==> config.mk <==
export PLATFORM = sky130hd
export DESIGN_NAME = multiplier_datapath
export DESIGN_NICKNAME = d
export VERILOG_FILES = /design/src/rtl/multiplier_pkg.sv /design/src/rtl/multiplier_datapath_add_sub9.sv /design/src/rtl/multiplier_datapath.sv
export SDC_FILE = /design/constraint.sdc
export NUM_CORES = 1
export LEC_CHECK = 0
export CAP_MARGIN = 30
export CORE_AREA = 2 2 60 62
export CTS_BUF_LIST = sky130_fd_sc_hd__clkbuf_2
export DETAILED_ROUTE_END_ITERATION = 8
export DIE_AREA = 0 0 62 64
export PLACE_DENSITY = 0.72
export SYNTH_ARGS = -nofsm -noshare
export SYNTH_HDL_FRONTEND = slang
export SYNTH_HIERARCHICAL = 1
export SYNTH_SLANG_ARGS = --single-unit
export TNS_END_PERCENT = 10
==> constraint.sdc <==
create_clock -name Clk -period 8.7 [get_ports Clk]
set_input_delay 1.305 -clock Clk [delete_from_list [all_inputs] [get_ports Clk]]
set_output_delay 1.305 -clock Clk [all_outputs]
set_load 0.01 [all_outputs]
==> src/rtl/multiplier_pkg.sv <==
// Shared types and widths for the signed shift-add multiplier (control FSM and datapath).
package multiplier_pkg;

    localparam int unsigned MUL_WIDTH = 8;

    typedef enum logic [2:0] {
        OP_LOAD     = 3'b000,
        OP_HOLD     = 3'b001,
        OP_ADD      = 3'b010,
        OP_SUB      = 3'b011,
        OP_CLEAR_XA = 3'b100,
        OP_SHIFT    = 3'b101
    } op_t;

endpackage : multiplier_pkg

==> src/rtl/multiplier_datapath_add_sub9.sv <==
// WIDTH+1-bit ripple adder/subtractor; subtract is b inverted with carry-in set.
module add_sub9 #(
    parameter int unsigned WIDTH = 8
) (
    input  logic [WIDTH:0] a,
    input  logic [WIDTH:0] b,
    input  logic           sub,
    output logic [WIDTH:0] sum
);

    logic [WIDTH:0] b_x;

    assign b_x = b ^ {(WIDTH+1){sub}};

    // Bit-serial carry chain; the carry out of the top bit is intentionally dropped.
    always_comb begin
        logic c;
        c   = sub;
        sum = '0;
        for (int i = 0; i <= int'(WIDTH); i++) begin
            sum[i] = a[i] ^ b_x[i] ^ c;
            c      = (a[i] & b_x[i]) | (c & (a[i] ^ b_x[i]));
        end
    end

endmodule : add_sub9

==> src/rtl/multiplier_datapath.sv <==
// X:A:B register datapath of the signed shift-add multiplier, driven one op per clock
// by the control FSM; M = B[0] is returned to that FSM.
module multiplier_datapath
    import multiplier_pkg::*;
#(
    parameter int unsigned WIDTH = MUL_WIDTH
) (
    input  logic             Clk,
    input  logic             Reset_Load_Clear,
    input  logic [2:0]       op,
    input  logic [WIDTH-1:0] Din,
    output logic             Xval,
    output logic [WIDTH-1:0] Aval,
    output logic [WIDTH-1:0] Bval,
    output logic             M
);

    logic             x_q, x_d;
    logic [WIDTH-1:0] a_q, a_d;
    logic [WIDTH-1:0] b_q, b_d;
    logic [WIDTH:0]   sum;
    logic             sub;
    op_t              op_e;

    assign op_e = op_t'(op);
    assign sub  = (op_e == OP_SUB);

    // Both operands sign-extended to WIDTH+1 so the result can never overflow.
    add_sub9 #(
        .WIDTH (WIDTH)
    ) u_add_sub (
        .a   ({a_q[WIDTH-1], a_q}),
        .b   ({Din[WIDTH-1], Din}),
        .sub (sub),
        .sum (sum)
    );

    always_comb begin
        x_d = x_q;
        a_d = a_q;
        b_d = b_q;
        unique case (op_e)
            OP_LOAD: begin
                x_d = 1'b0;
                a_d = '0;
                b_d = Din;
            end
            OP_ADD, OP_SUB: begin
                x_d = sum[WIDTH];
                a_d = sum[WIDTH-1:0];
            end
            OP_CLEAR_XA: begin
                x_d = 1'b0;
                a_d = '0;
            end
            OP_SHIFT: begin
                a_d = {x_q, a_q[WIDTH-1:1]};
                b_d = {a_q[0], b_q[WIDTH-1:1]};
            end
            default: ;  // OP_HOLD and unused codes keep state
        endcase
    end

    always_ff @(posedge Clk) begin
        if (Reset_Load_Clear) begin
            x_q <= 1'b0;
            a_q <= '0;
            b_q <= '0;
        end else begin
            x_q <= x_d;
            a_q <= a_d;
            b_q <= b_d;
        end
    end

    assign Xval = x_q;
    assign Aval = a_q;
    assign Bval = b_q;
    assign M    = b_q[0];

endmodule : multiplier_datapath

# Yosys cells after proc, flatten, opt, wreduce, memory -nomap -nowiden

Cells that the tools add are included.

Mux-type cells: 3
Equal/unequal tests: 4
Bitwise operators: 43
Reduce and logical (&&, ||, !) cells: 6

Operators by type and width:

| cell                                                | number |
|---|---|
| case mux 8 bit (3 select lines)                     | 1 |
| XOR 1 bit                                           | 18 |
| AND 1 bit                                           | 16 |
| case mux 8 bit (2 select lines)                     | 1 |
| XOR 9 bit                                           | 1 |
| bitwise OR 1 bit                                    | 8 |
| equality test 3 x 2 -> 1 bit, second input constant | 2 |
| equality test 3 bit, second input constant          | 2 |
| nonzero test 2 bit                                  | 2 |
| OR reduction 2 bit                                  | 2 |
| zero test 3 bit                                     | 1 |
| nonzero test 3 bit                                  | 1 |
| case mux 1 bit (2 select lines)                     | 1 |

Register bits after elaboration: 17
Input bits: 13
Word-level logic and storage cells: 59
Output and inout port bits: 18

# Logic depth before layout (Yosys ltp)

Gate-level depths: netlist of run 1.

Word-level depth: 21
Gate-level depth with buffers: 18
Depth with buffers taken out: 16

# Hierarchy

Netlist of run 1, hierarchy kept.

By module, submodules not included:

| module              | area each (um^2) | sequential area each (um^2) | cells an instance | instances |
|---|---|---|---|---|
| multiplier_datapath | 960.9            | 340.3                       | 112               | 1 |
| add_sub9            | 315.3            | 0.0                         | 33                | 1 |

# Worst setup path after synthesis of run 1

Ideal clock, no wire load.

Kind: input to register
Start: input op[2]
End: register x_q (netlist: Xval)
Stages: 18
Setup time: 137 ps
Path buffers: 2
Required time: 8,563 ps
Data arrival time: 5,024 ps
Slack: 3,539 ps
Cells stage by stage: nand2b_1 > buf_2 > nor2_1 > buf_6 > xor2_1 > fa_1 > inv_1 > fa_1 > fa_1 > fa_1 > fa_1 > fa_1 > fa_1 > xnor2_1 > xnor2_1 > inv_1 > a2bb2oi_1 > nor2_1

Word-level cells in the longest chain between the ends: 21
Elaborated cells on any way between the ends: 43
Those cells by class: eq/ne: 3; mux: 1; bitwise: 35; reduce/logical: 4

RTL lines:

| item                                | RTL line                           | text |
|---|---|---|
| from (decl)                         | multiplier_datapath.sv:10          | `input logic [2:0] op,` |
| equality test 3 x 2 -> 1 bit (*)    | multiplier_datapath.sv:26          | `assign sub = (op_e == OP_SUB);` |
| via sub                             | multiplier_datapath.sv:22          | `logic sub;` |
| XOR 9 bit                           | multiplier_datapath_add_sub9.sv:13 | `assign b_x = b ^ {(WIDTH+1){sub}};` |
| XOR 1 bit                           | multiplier_datapath_add_sub9.sv:22 | `c = (a[i] & b_x[i]) \| (c & (a[i] ^ b_x[i]));` |
| AND 1 bit                           | multiplier_datapath_add_sub9.sv:22 |  |
| bitwise OR 1 bit                    | multiplier_datapath_add_sub9.sv:22 |  |
| AND 1 bit                           | multiplier_datapath_add_sub9.sv:22 |  |
| bitwise OR 1 bit                    | multiplier_datapath_add_sub9.sv:22 |  |
| [... 7 more ...]                    | -                                  |  |
| bitwise OR 1 bit                    | multiplier_datapath_add_sub9.sv:22 |  |
| AND 1 bit                           | multiplier_datapath_add_sub9.sv:22 |  |
| bitwise OR 1 bit                    | multiplier_datapath_add_sub9.sv:22 |  |
| AND 1 bit                           | multiplier_datapath_add_sub9.sv:22 |  |
| bitwise OR 1 bit                    | multiplier_datapath_add_sub9.sv:22 |  |
| XOR 1 bit (*)                       | multiplier_datapath_add_sub9.sv:21 | `sum[i] = a[i] ^ b_x[i] ^ c;` |
| via sum[8]                          | multiplier_datapath.sv:21          | `logic [WIDTH:0] sum;` |
| case mux 1 bit (2 select lines) (*) | multiplier_datapath.sv:42          | `unique case (op_e)` |
| to (signal assigned)                | multiplier_datapath.sv:66          | `x_q <= 1'b0;` |
| to (signal assigned)                | multiplier_datapath.sv:70          | `x_q <= x_d;` |
| to (decl)                           | multiplier_datapath.sv:18          | `logic x_q, x_d;` |

The timed path passes the listed nets; every way through them passes the cells marked *.
A chain may end at the register's enable or synchronous reset.

# Final worst setup path of run 1

Start: input op[1]
End: register x_q (netlist: Xval)

The elaborated chain is that of the path after synthesis.

==> impl_metrics.yaml, run 1 <==
critical_path:
  crit_chain: "clkdlybuf4s50_1 -> nand2b_1 -> nor2_1 -> mux2_2 -> fa_1 -> inv_1 -> fa_1 -> fa_1 -> fa_1 -> fa_1 -> fa_1 -> fa_1 -> xnor2_1 -> xnor2_1 -> inv_1 -> a2bb2oi_1 -> nor2_1"
  criticalPathCategory: "in -> reg"
  cp_slowest_stage_delay_ns: 0.98
  cp_slowest_cell: "clkdlybuf4s50_1"
  end_kind: "flop"
  crit_arrival_ns: 6.83
  worstPathMaxFanout: 23
  crit_path_frequent_cell: "fa_1"
  required_ns: 8.89
  start_kind: "primary input"
layout:
  utilization_pct: 48.2
  final_nets: 190
  nFillCells: 344
  area_growth_pct: 24.1
  final_cell_area_mm2: 0.00158
  drive_above_1_share_pct: 10.1
  diodes: 0
power:
  power.leakage_uw: 0.000598
  p_comb_share_pct: 38.1
  p_int_uw: 138
  p_seq_share_pct: 43.6
  total_power_uw: 211
  p_switching_uw: 72.7
  power_frac_clock_pct: 18.3
  power.density_mw_per_mm2: 133
  vdd_drop_max_mv: 0.0364
  swShare_pct: 34.5
placement:
  portBuffers: 30
  dp_worst_setup_slack_ns: 1.71
  dp_hpwl_um: 2060
  routabilityCongestion: 0.787
  placed_cell_area_mm2: 0.00156
grt:
  antenna_found_initial: 0
  overflow: 0
  grt_pass1_wl_um: 4620
  first_global_vias: 1075
  grt_usage_pct: 15.4
  grt_start_max_net_pins: 24
floorplanning:
  coreArea_mm2: 0.00328
  dieWidth_um: 62
  die_y_um: 64
  num_io_pins: 31
  core.rowCount: 21
  fp.dieArea_mm2: 0.00397
  start_util_pct: 38.9
synthesis:
  syn_area_mm2: 0.00128
  syn-num-nets: 165
  ys_ff_latch: 17
  synth_area_per_cell_um2: 8.80
  synth_cell_types: 25
  ys_seq_area_share_pct: 26.7
  ys_warn_count: 6
  synth_cells: 145
sta:
  fin_worst_skew_ns: 0.00950
  timing.fmax_ghz: 0.151
  finalHoldViolCount: 0
  finalMaxSlewViolations: 0
  setup_ws_ns: 2.06
  post-route-min-period_ns: 6.64
  rsz0062_at_grt: "false"
  maxSlewHeadroom_pct: 37.4
  finalSetupViolCount: 0
  tightest_slew_ns: 0.936
  setup_tns_ns: 0
  period_share_pct: 76.3
drt:
  routed_via_density: 4.98
  vias: 1071
  route.detailed.drc: 0
  postRouteAntennaNets: 0
  routedWlPerCell_um: 12.9
  first_iter_violations: 62
  drt_first_pass_iters: 4
  drt_wl_total_um: 2780
clock_tree:
  cts_tree: "yes"
  clkTransAtPathRegs_ns: 0.16
  cts_resized: 0
  cts_sinks: 17
  clk_path_buf_depth: 2
  clk_latency_ns: 0.32
  cts_hold_buf: 0
  cts_root_buffer: "clkbuf_2"
  cts_setup_buffers: 0
  cts_buffers: 3
  htree_levels: 1
run_status:
  status: "completed"
run:
  cap_violations: 0
min_path:
  min-delay-path-class: "reg -> reg"
[routing by layer]
layer | share of wire, % | global-route usage, % | vias up
met5 | 0 | 0 | -
met4 | 2.2 | 7.18 | 0
met3 | 3.4 | 1.82 | 5
met2 | 48 | 24.1 | 25
met1 | 46 | 20.6 | 516
li1 | - | - | 525
[Yosys cell counts]
cell type | count | share of area (%)
a2111oi_0 | 8 | 5.5
a211oi_1 | 8 | 4.7
a21oi_1 | 8 | 3.1
a221oi_2 | 8 | 9.4
a2bb2oi_1 | 1 | 0.69
and3b_1 | 1 | 0.69
buf_1 | 2 | 0.59
buf_2 | 2 | 0.78
buf_4 | 4 | 2.4
buf_6 | 2 | 1.8
dfxtp_1 | 17 | 27
fa_1 | 7 | 11
inv_1 | 31 | 9.1
mux2_2 | 2 | 1.8
nand2_1 | 9 | 2.6
nand2b_1 | 8 | 3.9
nand3b_1 | 1 | 0.59
nor2_1 | 10 | 2.9
o21ai_2 | 1 | 0.69
or2_1 | 1 | 0.49
or2b_1 | 2 | 1.2
xnor2_1 | 8 | 5.5
xnor2_2 | 1 | 1.3
xor2_1 | 2 | 1.4
xor2_2 | 1 | 1.3
[registers in the layout, indices dropped and copies added, names as in the netlist]
| signal | count |
|---|---|
| Aval | 8 |
| Bval | 8 |
| Xval | 1 |
[power by group through the flow]
stage | Combinational (uW) | Clock, uW | Sequential, uW
6_report | 80.3 | 38.6 | 92.0
5_1_grt | 89.9 | 43.8 | 93.3
4_1_cts | 80.9 | 40.5 | 92.2
3_5_place_dp | 80.4 | 0 | 93.9
3_3_place_gp | 78.4 | 0 | 93.4
2_1_floorplan | 49.7 | 0 | 95.8
[metrics by stage]
stage | hold slack, ns | instances
after floorplan | 0.499 | 145
after global placement | 0.462 | 211
after detailed placement | 0.482 | 211
after CTS | 0.504 | 215
after global routing | 0.525 | 215
final | 0.493 | 215
[worst max-delay path: cells and delay by family]
kind / cells / cell delay (ns)
AND/OR/NAND/NOR: 3 / 1.22
buffers and inverters: 3 / 1.08
adder cells (fa/ha/maj): 7 / 2.49
XOR/XNOR: 2 / 0.28
multiplexers: 1 / 0.32
AO/OA/AOI/OAI: 1 / 0.15
[kinds of logic after synthesis]
logic type,share of synthesized area [%]
XOR/XNOR,9.41
flip-flops,26.7
AND/OR/NAND/NOR,12.5
AO/OA/AOI/OAI,24.1
buffers and inverters,14.6
multiplexers,1.76
adder cells (fa/ha/maj),11.0
[cell usage in the layout, fill, tap and decap left out]
cell type / Yosys / layout
or2b_1: 2 / 2
and3b_1: 1 / 1
xnor2_1: 8 / 8
a21oi_1: 8 / 8
xor2_1: 2 / 2
dfxtp_1: 17 / 17
xor2_2: 1 / 1
a221oi_2: 8 / 8
mux2_2: 2 / 2
fa_1: 7 / 7
a2bb2oi_1: 1 / 1
a2111oi_0: 8 / 8
nor2_1: 10 / 10
or2_1: 1 / 1
inv_1: 31 / 31
a211oi_1: 8 / 8
clkdlybuf4s50_1: 0 / 30
nand2b_1: 8 / 8
o21ai_2: 1 / 1
xnor2_2: 1 / 1
clkbuf_2: 0 / 4
nand3b_1: 1 / 1
nand2_1: 9 / 9
[area by class of cell]
cell class,instances,area [um2],share of cell area (%)
inverters,31,116,7.35
repair buffers,30,300,19.0
clock buffers,4,20.0,1.26
multi-input cells,87,749,47.3
well taps,46,57.6,3.63
flip-flops and latches,17,340,21.5
[final timing paths]
path	startpoint	end	slack, ns	cells after the start
min	Bval[6]$_SDFFE_PP0P_	Bval[6]$_SDFFE_PP0P_	0.49	2
max reg2reg	Aval[0]$_SDFFE_PP0P_	Xval$_SDFFE_PP0P_	4.86	14
min reg2reg	Bval[6]$_SDFFE_PP0P_	Bval[6]$_SDFFE_PP0P_	0.49	2
max	op[1]	Xval$_SDFFE_PP0P_	2.06	17
(Power assumes the default switching activity.)
==> inputs of run 2 (changes only) <==
PLACE_DENSITY = 0.74   (was 0.72)
clock period = 5.69 ns   (was 8.7 ns; I/O delays follow)
==> run 2 against run 1 <==
Against the previous run: flip-flop and latch count did not move; worst setup slack got worse by 1.2 ns; die area did not move; clock-buffer cell count fell by 1; hold slack got worse by 0.0044 ns; power rose by 54%; clock skew rose by 0.010 ns; final area rose by 2.4%; clock power rose by 45%; core utilization rose by 1.1 points; cell count rose by 2.3%.
==> impl_metrics.yaml, run 2 (synthesis results as in run 1) <==
clock_tree:
  cts_resized: 0
  cts_tree: "yes"
  clk_latency_ns: 0.30
  cts_hold_buf: 0
  clk_path_buf_depth: 2
  cts_sinks: 17
  clkTransAtPathRegs_ns: 0.19
  cts_root_buffer: "clkbuf_2"
  cts_buffers: 3
  cts_setup_buffers: 0
  htree_levels: 1
power:
  vdd_drop_max_mv: 0.0607
  total_power_uw: 324
  power.density_mw_per_mm2: 200
  power.leakage_uw: 0.000622
critical_path:
  cp_slowest_cell: "clkdlybuf4s50_1"
  cp_slowest_stage_delay_ns: 0.42
  worstPathMaxFanout: 3
  crit_chain: "clkdlybuf4s50_1 -> nand2b_1 -> nor2_1 -> xor2_1 -> fa_1 -> inv_1 -> fa_1 -> fa_1 -> fa_1 -> fa_1 -> fa_1 -> fa_1 -> xnor2_1 -> xnor2_1 -> inv_1 -> a2bb2oi_1 -> nor2_1"
  r2r_cells: 14
  path_delay_family: "adder cells"
  path_buf_inv: 3
  required_ns: 5.86
  ff2ff_setup_slack_ns: 1.79
  r2r_end: "Xval$_SDFFE_PP0P_"
  start_kind: "primary input"
  crit_path_frequent_cell: "fa_1"
  regToRegStartpoint: "Aval[0]$_SDFFE_PP0P_"
  criticalPathCategory: "in -> reg"
  crit_path_start: "op[2]"
  end_kind: "flop"
  crit_arrival_ns: 5.02
layout:
  diodes: 0
  final_cells: 220
  seq_area_um2: 340
  final_nets: 195
  area_growth_pct: 27.1
  final_cell_area_mm2: 0.00162
  final_cell_mix: "inv_1, clkdlybuf4s50_1, dfxtp_1"
  multi_input_area_um2: 749
  nFillCells: 319
  final_common_cell: "inv_1"
  drive_above_1_share_pct: 12.6
min_path:
  min-delay-path-class: "reg -> reg"
  hold_path_startpoint: "Bval[0]$_SDFFE_PP0P_"
  whs_path_depth: 2
  whs_endpoint: "Bval[0]$_SDFFE_PP0P_"
drt:
  routedWlPerCell_um: 13.1
  drt_first_pass_iters: 4
  routed_via_density: 4.88
  route.detailed.drc: 0
  first_iter_violations: 35
  drt_wl_total_um: 2880
  vias: 1074
  postRouteAntennaNets: 0
placement:
  place_inst: 216
  portBuffers: 30
  routabilityCongestion: 0.824
  dp_hpwl_um: 2110
  placed_cell_area_mm2: 0.00160
sta:
  period_share_pct: 85.3
  finalHoldViolCount: 0
  post-route-min-period_ns: 4.85
  finalMaxSlewViolations: 0
  finalSetupViolCount: 0
  timing.fmax_ghz: 0.206
  holdWs_ns: 0.489
  rsz0062_at_grt: "false"
  tightest_slew_ns: 0.765
  maxSlewHeadroom_pct: 48.9
  fin_worst_skew_ns: 0.0196
  setup_tns_ns: 0
floorplanning:
  num_io_pins: 31
  core.rowCount: 21
  fp.dieArea_mm2: 0.00397
  die_y_um: 64
  dieWidth_um: 62
  start_util_pct: 38.9
  coreArea_mm2: 0.00328
grt:
  antenna_found_initial: 0
  grt_usage_pct: 16.2
  grt_pass1_wl_um: 4890
  grt_start_max_net_pins: 23
  first_global_vias: 1078
  overflow: 0
run_status:
  status: "completed"
run:
  cap_violations: 0
==> run 2: changes by cell type in the layout (fill, tap and decap cells not counted), sizes merged <==
cell and change:
clkinv +1, clkbuf -1, buf +5
==> run 2: worst max-delay path by stage <==
stage / depth (start not counted) / endpoint
global route: 15 / Aval[7]$_SDFFE_PP0P_
global placement: 17 / Xval$_SDFFE_PP0P_
finish: 17 / Xval$_SDFFE_PP0P_
CTS: 17 / Xval$_SDFFE_PP0P_
detailed placement: 17 / Xval$_SDFFE_PP0P_
floorplan: 18 / Xval$_SDFFE_PP0P_
==> run 2: layout make-up <==
| class | count | share of cell area, % |
|---|---|---|
| Clock buffer | 3 | 0.926 |
| Clock inverter | 1 | 0.309 |
| Inverter | 31 | 7.18 |
| Multi-Input combinational cell | 87 | 46.2 |
| Sequential cell | 17 | 21.0 |
| Tap cell | 46 | 3.55 |
| Timing Repair Buffer | 35 | 20.8 |
==> run 2: per-layer routing <==
metal  GRT usage (%)  up-vias  share of wire (%)
met5               0        -                  0
met4            6.12        0               0.94
met3            2.02        2                3.9
met2            25.5       26                 49
met1            22.1      505                 47
li1                -      541                  -
==> run 2: tightest hold or removal path, stage by stage (launching register included) <==
cell	delay, ns
dfxtp_1	0.36
inv_1	0.06
a221oi_2	0.05
==> run 2: per-stage QoR <==
stage,util [%],setup WS (ns)
CTS,49.4,0.845
global route,49.4,0.677
global placement,48.8,0.709
floorplan,-,0.980
finish,49.4,0.838
detailed placement,48.8,0.517
==> run 2: report_power, final <==
| group | switching, uW | total [uW] | internal, uW |
|---|---|---|---|
| combinational | 62.4 | 128 | 65.4 |
| clock | 40.1 | 56.0 | 15.9 |
| sequential | 10.1 | 140 | 130 |
==> inputs of run 3 (changes only) <==
CTS_BUF_LIST = unset   (was sky130_fd_sc_hd__clkbuf_2)
==> run 3 against run 2 <==
Against the previous run: hold slack got worse by 0.0061 ns; clock power rose by 18%; clock-buffer cell count did not move; combinational power barely moved; non-clock buffer count did not move; largest power group unchanged; final area rose by 0.46%; via count fell by 0.28%; flip-flop and latch count did not move; clock skew fell by 0.0085 ns; worst setup slack got worse by 0.0039 ns; largest cell class unchanged; core utilization rose by 0.23 points; global-route usage did not move.
==> impl_metrics.yaml, run 3 (synthesis results as in run 1) <==
layout:
  diodes: 0
  area_growth_pct: 27.6
  final_cell_area_mm2: 0.00163
  final_common_cell: "inv_1"
  final_nets: 195
  nFillCells: 319
  final_cell_mix: "inv_1, clkdlybuf4s50_1, dfxtp_1"
  drive_above_1_share_pct: 12.6
sta:
  finalHoldViolCount: 0
  tightest_slew_ns: 0.765
  holdWs_ns: 0.482
  rsz0062_at_grt: "false"
  maxSlewHeadroom_pct: 48.9
  finalMaxSlewViolations: 0
  post-route-min-period_ns: 4.86
  setup_tns_ns: 0
  fin_worst_skew_ns: 0.0110
  timing.fmax_ghz: 0.206
  period_share_pct: 85.3
  finalSetupViolCount: 0
  setup_ws_ns: 0.834
placement:
  placed_cell_area_mm2: 0.00160
  routabilityCongestion: 0.824
  dp_worst_setup_slack_ns: 0.517
  dp_hpwl_um: 2110
  portBuffers: 30
min_path:
  hold_path_startpoint: "Bval[0]$_SDFFE_PP0P_"
  whs_endpoint: "Bval[0]$_SDFFE_PP0P_"
  min-delay-path-class: "reg -> reg"
  whs_path_depth: 2
power:
  power.leakage_uw: 0.000623
  power.density_mw_per_mm2: 205
  total_power_uw: 334
  vdd_drop_max_mv: 0.0639
run:
  cap_violations: 0
drt:
  postRouteAntennaNets: 0
  first_iter_violations: 40
  drt_first_pass_iters: 4
  drt_wl_total_um: 2870
  routedWlPerCell_um: 13.1
  vias: 1071
  route.detailed.drc: 0
  routed_via_density: 4.87
grt:
  antenna_found_initial: 0
  grt_usage_pct: 16.2
  overflow: 0
  first_global_vias: 1078
  grt_pass1_wl_um: 4890
  grt_start_max_net_pins: 23
clock_tree:
  cts_sinks: 17
  cts_tree: "yes"
  cts_buffers: 3
  clk_path_buf_depth: 2
  clkTransAtPathRegs_ns: 0.11
  cts_hold_buf: 0
  cts_resized: 0
  cts_setup_buffers: 0
  clk_latency_ns: 0.29
  cts_root_buffer: "clkbuf_4"
  htree_levels: 1
critical_path:
  crit_path_start: "op[2]"
  worstPathMaxFanout: 3
  r2r_cells: 14
  end_kind: "flop"
  r2r_end: "Xval$_SDFFE_PP0P_"
  crit_arrival_ns: 5.01
  required_ns: 5.84
  start_kind: "primary input"
  criticalPathCategory: "in -> reg"
  regToRegStartpoint: "Aval[0]$_SDFFE_PP0P_"
  ff2ff_setup_slack_ns: 1.82
floorplanning:
  core.rowCount: 21
  coreArea_mm2: 0.00328
  start_util_pct: 38.9
  fp.dieArea_mm2: 0.00397
  num_io_pins: 31
  die_y_um: 64
  dieWidth_um: 62
run_status:
  status: "completed"
==> run 3: cell types whose count changed in the layout (fill, tap and decap cells not counted) <==
cell,delta
clkbuf_2,-3
clkbuf_4,+3
==> run 3: how the worst max path moves through the flow <==
stage / to / slack [ns] / cells after the start
after global placement: Xval$_SDFFE_PP0P_ / 0.71 / 17
after floorplan: Xval$_SDFFE_PP0P_ / 0.98 / 18
after CTS: Xval$_SDFFE_PP0P_ / 0.82 / 17
after detailed placement: Xval$_SDFFE_PP0P_ / 0.52 / 17
after global routing: Aval[7]$_SDFFE_PP0P_ / 0.65 / 15
final: Xval$_SDFFE_PP0P_ / 0.83 / 17
==> run 3: power breakdown <==
part / total (uW) / internal (uW) / switching, uW
logic: 128 / 65.3 / 62.3
registers: 140 / 130 / 10.1
clock network: 66.0 / 26.1 / 39.9
==> run 3: through the flow <==
step	instances	utilization [%]
finish	220	49.6
global route	220	49.6
CTS	220	49.6
detailed placement	216	48.8
global placement	216	48.8
floorplan	145	-
==> run 3: routing by layer <==
metal / part of all wire (%) / track usage, %
met1: 46 / 22.1
met3: 3.8 / 2.02
met5: 0 / 0
met4: 0.94 / 6.12
met2: 49 / 25.5
==> run 3: layout make-up <==
type	instances	area, um2	area share, %
Inverter	31	116	7.14
Sequential cell	17	340	20.9
Multi-Input combinational cell	87	749	46.0
Clock buffer	3	22.5	1.38
Timing Repair Buffer	35	338	20.7
Tap cell	46	57.6	3.53
Clock inverter	1	5.00	0.307
==> run 3: critical path, cell delays in order <==
cell and delay [ns]:
clkdlybuf4s50_1 0.42, nand2b_1 0.17, nor2_1 0.19, xor2_1 0.24
fa_1 0.22, inv_1 0.06, fa_1 0.38, fa_1 0.39
fa_1 0.41, fa_1 0.39, fa_1 0.39, fa_1 0.38
xnor2_1 0.14, xnor2_1 0.13, inv_1 0.05, a2bb2oi_1 0.15
nor2_1 0.05
